## src/rtl/serial_adder_pkg.sv

```systemverilog
// rtl/serial_adder_pkg.sv - shared types and elaboration helpers for serial_adder
package serial_adder_pkg;

    typedef enum logic [1:0] {
        ST_IDLE = 2'd0,
        ST_BUSY = 2'd1,
        ST_DONE = 2'd2
    } state_t;

    function automatic int cnt_width(input int n);
        return (n <= 1) ? 1 : $clog2(n);
    endfunction

    function automatic bit params_legal(input int width, input int chunk);
        return (width >= 1) && (chunk >= 1) && (chunk <= width) && ((width % chunk) == 0);
    endfunction

endpackage

```

## src/rtl/serial_adder_chunk_adder.sv

```systemverilog
// rtl/serial_adder_chunk_adder.sv - combinational CHUNK-bit ripple adder slice
module chunk_adder #(
    parameter int CHUNK = 8
) (
    input  logic [CHUNK-1:0] a,
    input  logic [CHUNK-1:0] b,
    input  logic             cin,
    output logic [CHUNK-1:0] sum,
    output logic             cout,
    output logic             c_msb
);

    logic [CHUNK:0] carry;

    always_comb begin
        carry    = '0;
        sum      = '0;
        carry[0] = cin;
        for (int i = 0; i < CHUNK; i++) begin
            sum[i]       = a[i] ^ b[i] ^ carry[i];
            carry[i + 1] = (a[i] & b[i]) | (carry[i] & (a[i] ^ b[i]));
        end
    end

    // carry into the MSB is what signed overflow is judged against
    assign cout  = carry[CHUNK];
    assign c_msb = carry[CHUNK-1];

endmodule

```

## src/rtl/serial_adder.sv

```systemverilog
// rtl/serial_adder.sv - multi-cycle add/subtract, CHUNK bits per clock
module serial_adder
    import serial_adder_pkg::*;
#(
    parameter int WIDTH = 32,
    parameter int CHUNK = 8
) (
    input  logic             clk_i,
    input  logic             rst_i,
    input  logic             start_i,
    input  logic [WIDTH-1:0] a_i,
    input  logic [WIDTH-1:0] b_i,
    input  logic             c_i,
    input  logic             sub_i,
    output logic             busy_o,
    output logic             done_o,
    output logic [WIDTH-1:0] sum_o,
    output logic             c_o,
    output logic             ovf_o
);

    localparam int N     = WIDTH / CHUNK;
    localparam int CNT_W = cnt_width(N);
    localparam logic [CNT_W-1:0] LAST_IDX = CNT_W'(N - 1);

    generate
        if (!params_legal(WIDTH, CHUNK)) begin : g_bad_params
            $error("serial_adder: CHUNK must divide WIDTH and lie in 1..WIDTH");
        end
    endgenerate

    state_t           state_q, state_d;
    logic [CNT_W-1:0] idx_q;
    logic             carry_q;
    logic [WIDTH-1:0] a_q, b_q, acc_q, acc_next;
    logic [WIDTH-1:0] sum_q;
    logic             co_q, ovf_q;
    logic             accept, step, last;

    logic [CHUNK-1:0] a_chunk, b_chunk, ch_sum;
    logic             ch_co, ch_cmsb;
    int               base;

    assign base = int'(idx_q) * CHUNK;

    always_comb begin
        a_chunk  = a_q[base +: CHUNK];
        b_chunk  = b_q[base +: CHUNK];
        acc_next = acc_q;
        acc_next[base +: CHUNK] = ch_sum;
    end

    chunk_adder #(.CHUNK(CHUNK)) u_chunk (
        .a     (a_chunk),
        .b     (b_chunk),
        .cin   (carry_q),
        .sum   (ch_sum),
        .cout  (ch_co),
        .c_msb (ch_cmsb)
    );

    always_comb begin
        state_d = state_q;
        accept  = 1'b0;
        step    = 1'b0;
        last    = 1'b0;
        case (state_q)
            ST_IDLE: begin
                if (start_i) begin
                    accept  = 1'b1;
                    state_d = ST_BUSY;
                end
            end
            ST_BUSY: begin
                step = 1'b1;
                if (idx_q == LAST_IDX) begin
                    last    = 1'b1;
                    state_d = ST_DONE;
                end
            end
            ST_DONE: begin
                if (start_i) begin
                    accept  = 1'b1;
                    state_d = ST_BUSY;
                end else begin
                    state_d = ST_IDLE;
                end
            end
            default: state_d = ST_IDLE;
        endcase
    end

    always_ff @(posedge clk_i) begin
        if (rst_i) begin
            state_q <= ST_IDLE;
            idx_q   <= '0;
            carry_q <= 1'b0;
            a_q     <= '0;
            b_q     <= '0;
            acc_q   <= '0;
            sum_q   <= '0;
            co_q    <= 1'b0;
            ovf_q   <= 1'b0;
        end else begin
            state_q <= state_d;
            if (accept) begin
                // subtract is A + ~B + ~c_in, so B and the carry are folded in at capture
                a_q     <= a_i;
                b_q     <= sub_i ? ~b_i : b_i;
                carry_q <= c_i ^ sub_i;
                idx_q   <= '0;
                acc_q   <= '0;
            end
            if (step) begin
                acc_q   <= acc_next;
                carry_q <= ch_co;
                if (last) begin
                    idx_q <= '0;
                    sum_q <= acc_next;
                    co_q  <= ch_co;
                    ovf_q <= ch_co ^ ch_cmsb;
                end else begin
                    idx_q <= idx_q + CNT_W'(1);
                end
            end
        end
    end

    assign busy_o = (state_q == ST_BUSY);
    assign done_o = (state_q == ST_DONE);
    assign sum_o  = sum_q;
    assign c_o    = co_q;
    assign ovf_o  = ovf_q;

endmodule
```

## config.mk

```make
export PLATFORM = sky130hd
export DESIGN_NAME = serial_adder
export DESIGN_NICKNAME = d
export VERILOG_FILES = /design/src/rtl/serial_adder_pkg.sv /design/src/rtl/serial_adder_chunk_adder.sv /design/src/rtl/serial_adder.sv
export SDC_FILE = /design/constraint.sdc
export NUM_CORES = 1
export LEC_CHECK = 0
export ABC_CLOCK_PERIOD_IN_PS = 15200
export CAP_MARGIN = 30
export CORE_UTILIZATION = 57
export CTS_CLUSTER_SIZE = 8
export DETAILED_ROUTE_END_ITERATION = 6
export PLACE_DENSITY_LB_ADDON = 0.05
export SYNTH_ARGS = -nofsm -noshare
export SYNTH_HDL_FRONTEND = slang
export SYNTH_SLANG_ARGS = --single-unit
export TNS_END_PERCENT = 30
```

## constraint.sdc

```tcl
create_clock -name clk_i -period 15.2 [get_ports clk_i]
set_clock_uncertainty 0.1 [all_clocks]
set_input_delay 1.52 -clock clk_i [delete_from_list [all_inputs] [get_ports clk_i]]
set_output_delay 1.52 -clock clk_i [all_outputs]
set_load 0.05 [all_outputs]
```

==> flow_summary_export.csv, run 1 <==
group,metric,value,unit
setup_path,crit_fanout,12,
routing,final_antenna_net_count,0,
yosys,yosys_warnings,0,
routing,drt_wl_total,14400,um
yosys,synthDistinctLibCells,36,
yosys,synthArstFlopShare,0,
setup_path,start_kind,"flop",
placement,dp.cells,798,
placement,post-dp-hpwl,9630,um
sta,slew_headroom,0.368,
clock_tree,clock-root-buffer,"clkbuf_8",
layout,area_growth,28.7,%
layout,stdcell_count,830,
global_route,grt_use_total,0.289,
outcome,status,"completed",
placement,gp_congestion,0.867,
setup_path,end_kind,"flop",
floorplanning,ios,105,
sta,tightestPinTransition,0.944,ns
yosys,post_synth.cell_area_avg,9.71,um^2
sta,fin_setup_tns,0,ns
layout,fin_area,7530,um^2
routing,post-route-drc-count,0,
floorplanning,die_w,103,um
yosys,ys_ff_latch,135,
clock_tree,clock_sinks,135,
yosys,syn-cell-area,5850,um^2
floorplanning,num_rows,36,
routing,wl_per_cell,17.4,um
sta,finalMaxSlewViolations,0,
sta,rsz0062_at_grt,"no",
global_route,grt_max_degree,81,
floorplanning,core_area,9860,um^2
power_and_ir_drop,irDropWorstVdd,0.000102,V
job,max_cap_violations,0,
sta,finalCriticalPeriod,5.08,ns
setup_path,critical_path_class,"reg -> reg",
global_route,antenna_found_initial,0,
global_route,grt-ovfl-total,0,
layout,fin_util,0.763,
sta,fmax,0.197,GHz
floorplanning,die_y,103,um
clock_tree,cts_setup_buffers,0,
layout,drive_gt1_frac,0.0947,
routing,drt_iter0_markers,244,
setup_path,critPathRequiredTime,15.49,ns
routing,first_pass_iters,5,
layout,regArea,2700,um^2
floorplanning,die_area,10700,um^2
setup_path,arrival,5.36,ns
yosys,synth-edff-count,0,
placement,place_area,6920,um^2
power_and_ir_drop,power_density,123,nW/um^2
sta,fin_crit_sh,0.334,
floorplanning,start_util,0.593,
clock_tree,post_cts_resized,0,
global_route,grt_pass1_vias,4709,
layout,nNetsFinal,767,
routing,vias,4812,
clock_tree,cts.clk_slew.worst_paths,0.06,ns
clock_tree,cts_buffers,17,
clock_tree,cts_hold_buffers,0,
power_and_ir_drop,p_leak,2.71,nW
layout,multiInputGateArea,2810,um^2
yosys,synth-main-ff-cell,"dfxtp_1",
clock_tree,clk_latency,0.52,ns
clock_tree,cts_tree,"yes",
sta,setup_viol,0,
routing,via_per_inst,5.80,
sta,whs,0.358,ns
yosys,syn_inst,602,
clock_tree,clockBufferDepth,2,
layout,fillers,668,
placement,numPortBuffers,104,
clock_tree,h-tree-depth,4,
yosys,ys_seq_area_frac,0.462,
hold_path,holdCritPathClass,"reg -> reg",
yosys,synth_nets,685,
layout,diodes,0,
global_route,grt_pass1_wl,23200,um
sta,hold_viol,0,
-- routing by layer --
metal / part of all wire / vias up / global-route usage / routed length [um]
met1: 0.41 / 2284 / 0.347 / 5920
met3: 0.058 / 42 / 0.0625 / 837
met4: 0.029 / 0 / 0.127 / 416
li1: - / 2296 / - / -
met2: 0.50 / 190 / 0.502 / 7260
met5: 0 / - / 0 / 0
-- through the flow --
step / worst slack, ns / total power [mW]
floorplan: 10.34 / 0.461
global placement: 10.29 / 0.503
CTS: 10.17 / 0.929
detailed placement: 10.22 / 0.507
finish: 10.12 / 0.929
global route: 9.89 / 0.956
-- cell usage after synthesis (2+ instances only) --
master     count  area [um^2]
fa_1           8          160
a211oi_4       4         80.1
nor2_1        67          251
nand3b_1       2         15.0
mux4_2        16          360
o2bb2ai_1     24          210
a32o_1         8         80.1
nor3_1        32          160
buf_2         30          150
buf_4          2         15.0
a211oi_1      32          240
clkbuf_1      10         37.5
nand2_1       72          270
a21oi_1       36          180
buf_1          6         22.5
and4bb_2       3         37.5
nand3_1        2         10.0
xnor2_1       33          289
a221oi_1      32          280
ha_1           6         75.1
dfxtp_1      135         2700
inv_1         28          105
-- power breakdown --
part           switching, mW  total, mW  internal [mW]
combinational         0.0722      0.125         0.0524
sequential           0.00945      0.378          0.369
clock                  0.154      0.426          0.272
total                  0.236      0.929          0.693
-- kinds of logic (layout without fill, tap and decap cells) --
group,count (synthesis),in the layout,synth area share
muxes,16,16,0.0616
buffers and inverters,78,173,0.0590
DFF,135,135,0.462
and+or+nand+nor,186,186,0.139
AOI/OAI and AO/OA,139,139,0.187
xor gates and xnor gates,34,34,0.0509
adders and majority gates,14,14,0.0402
-- final timing paths --
kind               endpoint  slack, ns  depth (start not counted)      from
setup / recovery  sum_o[31]      10.12                         16  idx_q[1]
hold / removal       a_q[8]       0.36                          2    a_q[8]
setup reg to reg  sum_o[31]      10.12                         16  idx_q[1]
hold reg to reg      a_q[8]       0.36                          2    a_q[8]
-- cell usage in the layout (no fill, tap or decap), types with 2 or more instances in the layout --
cell type,n
a211oi_1,32
a211oi_4,4
a21oi_1,36
a221oi_1,32
a32o_1,8
and4bb_2,3
buf_16,2
buf_4,7
bufinv_16,4
clkbuf_1,3
clkbuf_16,16
clkbuf_8,2
clkdlybuf4s50_1,102
clkinv_2,2
clkinv_4,3
dfxtp_1,135
fa_1,8
ha_1,6
inv_1,28
mux4_2,16
nand2_1,72
nand3_1,2
nand3b_1,2
nor2_1,67
nor3_1,32
o2bb2ai_1,24
xnor2_1,33
-- critical path, cell delays in order, from the launching register on --
cell and delay [ns]:
dfxtp_1 0.56, buf_4 0.29, mux4_2 0.21, inv_1 0.06, fa_1 0.41, fa_1 0.39, fa_1 0.40, fa_1 0.39
fa_1 0.38, inv_1 0.08, fa_1 0.16, inv_1 0.06, fa_1 0.41, inv_1 0.09, fa_1 0.53, a221oi_1 0.36
nor3_1 0.09
-- cell type report --
class                   count  share of cell area
inverters                  29              0.0145
well taps                 133              0.0221
repair buffers            112               0.151
multi-input cells         389               0.373
clock inverters            11              0.0229
clock buffers              21              0.0583
flip-flops and latches    135               0.359
-- registers in the layout, indices dropped and copies added, names as in the netlist --
| name | cells |
|---|---|
| a_q | 32 |
| carry_q | 1 |
| sum_o | 32 |
| state_q | 2 |
| ovf_o | 1 |
| acc_q | 32 |
| b_q | 32 |
| c_o | 1 |
| idx_q | 2 |
No activity file was read; power rests on OpenSTA's default activity.
==> run 2: changes to the inputs <==
--- a/config.mk
+++ b/config.mk
@@ -5,9 +5,9 @@
 export SDC_FILE = /design/constraint.sdc
 export NUM_CORES = 1
 export LEC_CHECK = 0
-export ABC_CLOCK_PERIOD_IN_PS = 15200
+export ABC_CLOCK_PERIOD_IN_PS = 4500
 export CAP_MARGIN = 30
-export CORE_UTILIZATION = 57
+export CORE_UTILIZATION = 47
 export CTS_CLUSTER_SIZE = 8
 export DETAILED_ROUTE_END_ITERATION = 6
 export PLACE_DENSITY_LB_ADDON = 0.05
==> constraint.sdc (replaced) <==
create_clock -name clk_i -period 4.5 [get_ports clk_i]
set_clock_uncertainty 0.1 [all_clocks]
set_input_delay 0.45 -clock clk_i [delete_from_list [all_inputs] [get_ports clk_i]]
set_output_delay 0.45 -clock clk_i [all_outputs]
set_load 0.05 [all_outputs]
==> flow_summary_export.csv, run 2 (synthesis results as in run 1) <==
group,metric,value,unit
hold_path,holdCritPathClass,"in -> reg",
global_route,grt-ovfl-total,0,
power_and_ir_drop,intPower,2.38,mW
layout,fillers,1008,
routing,post-route-drc-count,0,
floorplanning,core_area,12100,um^2
layout,nNetsFinal,769,
placement,place_area,6980,um^2
routing,via_per_inst,5.38,
sta,tightestPinTransition,1.03,ns
layout,fin_area,7640,um^2
sta,finalCriticalPeriod,4.35,ns
setup_path,r2r_setup_slack,0.15,ns
power_and_ir_drop,irDropWorstVdd,0.000259,V
setup_path,critical_path_class,"reg -> reg",
floorplanning,num_rows,40,
setup_path,slowest_delay,0.53,ns
routing,wl_per_cell,16.3,um
clock_tree,cts_buffers,17,
setup_path,path_common_cell,"fa_2",
job,max_cap_violations,0,
global_route,grt_pass1_wl,22600,um
clock_tree,clock_sinks,135,
layout,diodes,0,
global_route,grt_max_degree,93,
power_and_ir_drop,power_density,414,nW/um^2
layout,drive_gt1_frac,0.119,
outcome,status,"completed",
sta,hold_viol,0,
power_and_ir_drop,power,3.16,mW
clock_tree,clock-root-buffer,"clkbuf_16",
sta,whs,0.257,ns
setup_path,start_kind,"flop",
global_route,grt_use_total,0.230,
power_and_ir_drop,p_sw,0.781,mW
sta,finalMaxSlewViolations,0,
clock_tree,clk_latency,0.42,ns
power_and_ir_drop,seq_power_share,0.403,
setup_path,arrival,4.54,ns
layout,mostFrequentLayoutCells,"dfxtp_1, clkdlybuf4s50_1, nand2_1",
power_and_ir_drop,p_sw_frac,0.247,
clock_tree,cts_setup_buffers,0,
routing,final_antenna_net_count,0,
setup_path,cp_slowest_cell,"fa_2",
floorplanning,ios,105,
floorplanning,die_y,114,um
routing,vias,4661,
power_and_ir_drop,clock_power_share,0.461,
layout,multiInputGateArea,2850,um^2
floorplanning,start_util,0.485,
clock_tree,cts.clk_slew.worst_paths,0.05,ns
placement,pre_cts_slack,0.0423,ns
power_and_ir_drop,p_leak,2.74,nW
sta,fmax,0.230,GHz
clock_tree,h-tree-depth,4,
global_route,antenna_found_initial,0,
sta,setup_ws,0.146,ns
setup_path,crit_fanout,8,
layout,regArea,2700,um^2
setup_path,critPathRequiredTime,4.69,ns
placement,post-dp-hpwl,9730,um
sta,rsz0062_at_grt,"yes",
sta,setup_viol,0,
sta,fin_crit_sh,0.968,
placement,numPortBuffers,104,
routing,drt_iter0_markers,252,
routing,drt_wl_total,14100,um
routing,first_pass_iters,5,
power_and_ir_drop,combinationalPowerShare,0.136,
setup_path,end_kind,"flop",
clock_tree,clockBufferDepth,2,
floorplanning,die_area,12900,um^2
clock_tree,cts_tree,"yes",
floorplanning,die_w,114,um
setup_path,crit_chain,"mux4_2 -> inv_1 -> fa_2 -> fa_2 -> fa_2 -> fa_2 -> fa_1 -> inv_1 -> fa_1 -> inv_1 -> fa_2 -> inv_2 -> fa_2 -> a221oi_2 -> nor3_1",
sta,slew_headroom,0.311,
global_route,grt_pass1_vias,4497,
layout,area_growth,30.6,%
layout,final_common_cell,"dfxtp_1",
placement,gp_congestion,0.753,
==> run 2: cell count changes in the layout (fill, tap and decap cells not counted), moves of 2 or more <==
| cell | previous run | this run |
|---|---|---|
| fa_2 | 0 | 6 |
| buf_4 | 7 | 9 |
| clkinv_2 | 2 | 5 |
| a221oi_2 | 0 | 4 |
| a221oi_1 | 32 | 28 |
| fa_1 | 8 | 2 |
| clkbuf_1 | 3 | 0 |
==> run 2: cell type report <==
cell class,instances,area share
Timing Repair Buffer,114,0.149
Clock inverter,13,0.0233
Inverter,29,0.0142
Clock buffer,19,0.0593
Tap cell,168,0.0275
Sequential cell,135,0.354
Multi-Input combinational cell,389,0.372
==> run 2: path summary, 6_finish.rpt <==
kind	startpoint	to	cells past startpoint
min reg2reg	a_q[16]	a_q[16]	2
min	rst_i	sum_o[16]	2
max reg2reg	idx_q[0]	sum_o[15]	15
max	idx_q[0]	sum_o[15]	15
==> run 2: per-layer routing <==
| metal | track usage | share of wire | wire length [um] | vias up |
|---|---|---|---|---|
| met5 | 0 | 0 | 0 | - |
| met4 | 0.106 | 0.032 | 453 | 0 |
| met3 | 0.0510 | 0.043 | 610 | 31 |
| met2 | 0.385 | 0.49 | 6950 | 126 |
| met1 | 0.281 | 0.43 | 6120 | 2197 |
| li1 | - | - | - | 2307 |
==> run 2: repair_timing <==
item                       CTS  global route
hold buffers                 0             0
setup endpoints to repair    0             4
gates resized for setup      0             2
==> run 2: critical path: cells and delay by family (launching register included) <==
family	cells	cell delay [ns]
AOI/OAI and AO/OA	1	0.28
buffers and inverters	4	0.26
muxes	1	0.32
and+or+nand+nor	1	0.07
DFF	1	0.34
adders and majority gates	8	2.84
==> run 2: per-stage QoR <==
step | setup TNS (ns) | std cells | utilization
after floorplan | 0 | 602 | -
after global placement | 0 | 834 | 0.579
after detailed placement | 0 | 834 | 0.579
after CTS | 0 | 866 | 0.631
after global routing | -0.00140 | 867 | 0.633
final | 0 | 867 | 0.633
==> run 2: power by group through the flow <==
stage	Sequential, mW	Clock, mW	Combinational [mW]
2_1_floorplan	1.29	0	0.278
3_3_place_gp	1.30	0	0.419
3_5_place_dp	1.30	0	0.424
4_1_cts	1.28	1.47	0.426
5_1_grt	1.28	1.53	0.464
6_report	1.27	1.46	0.430
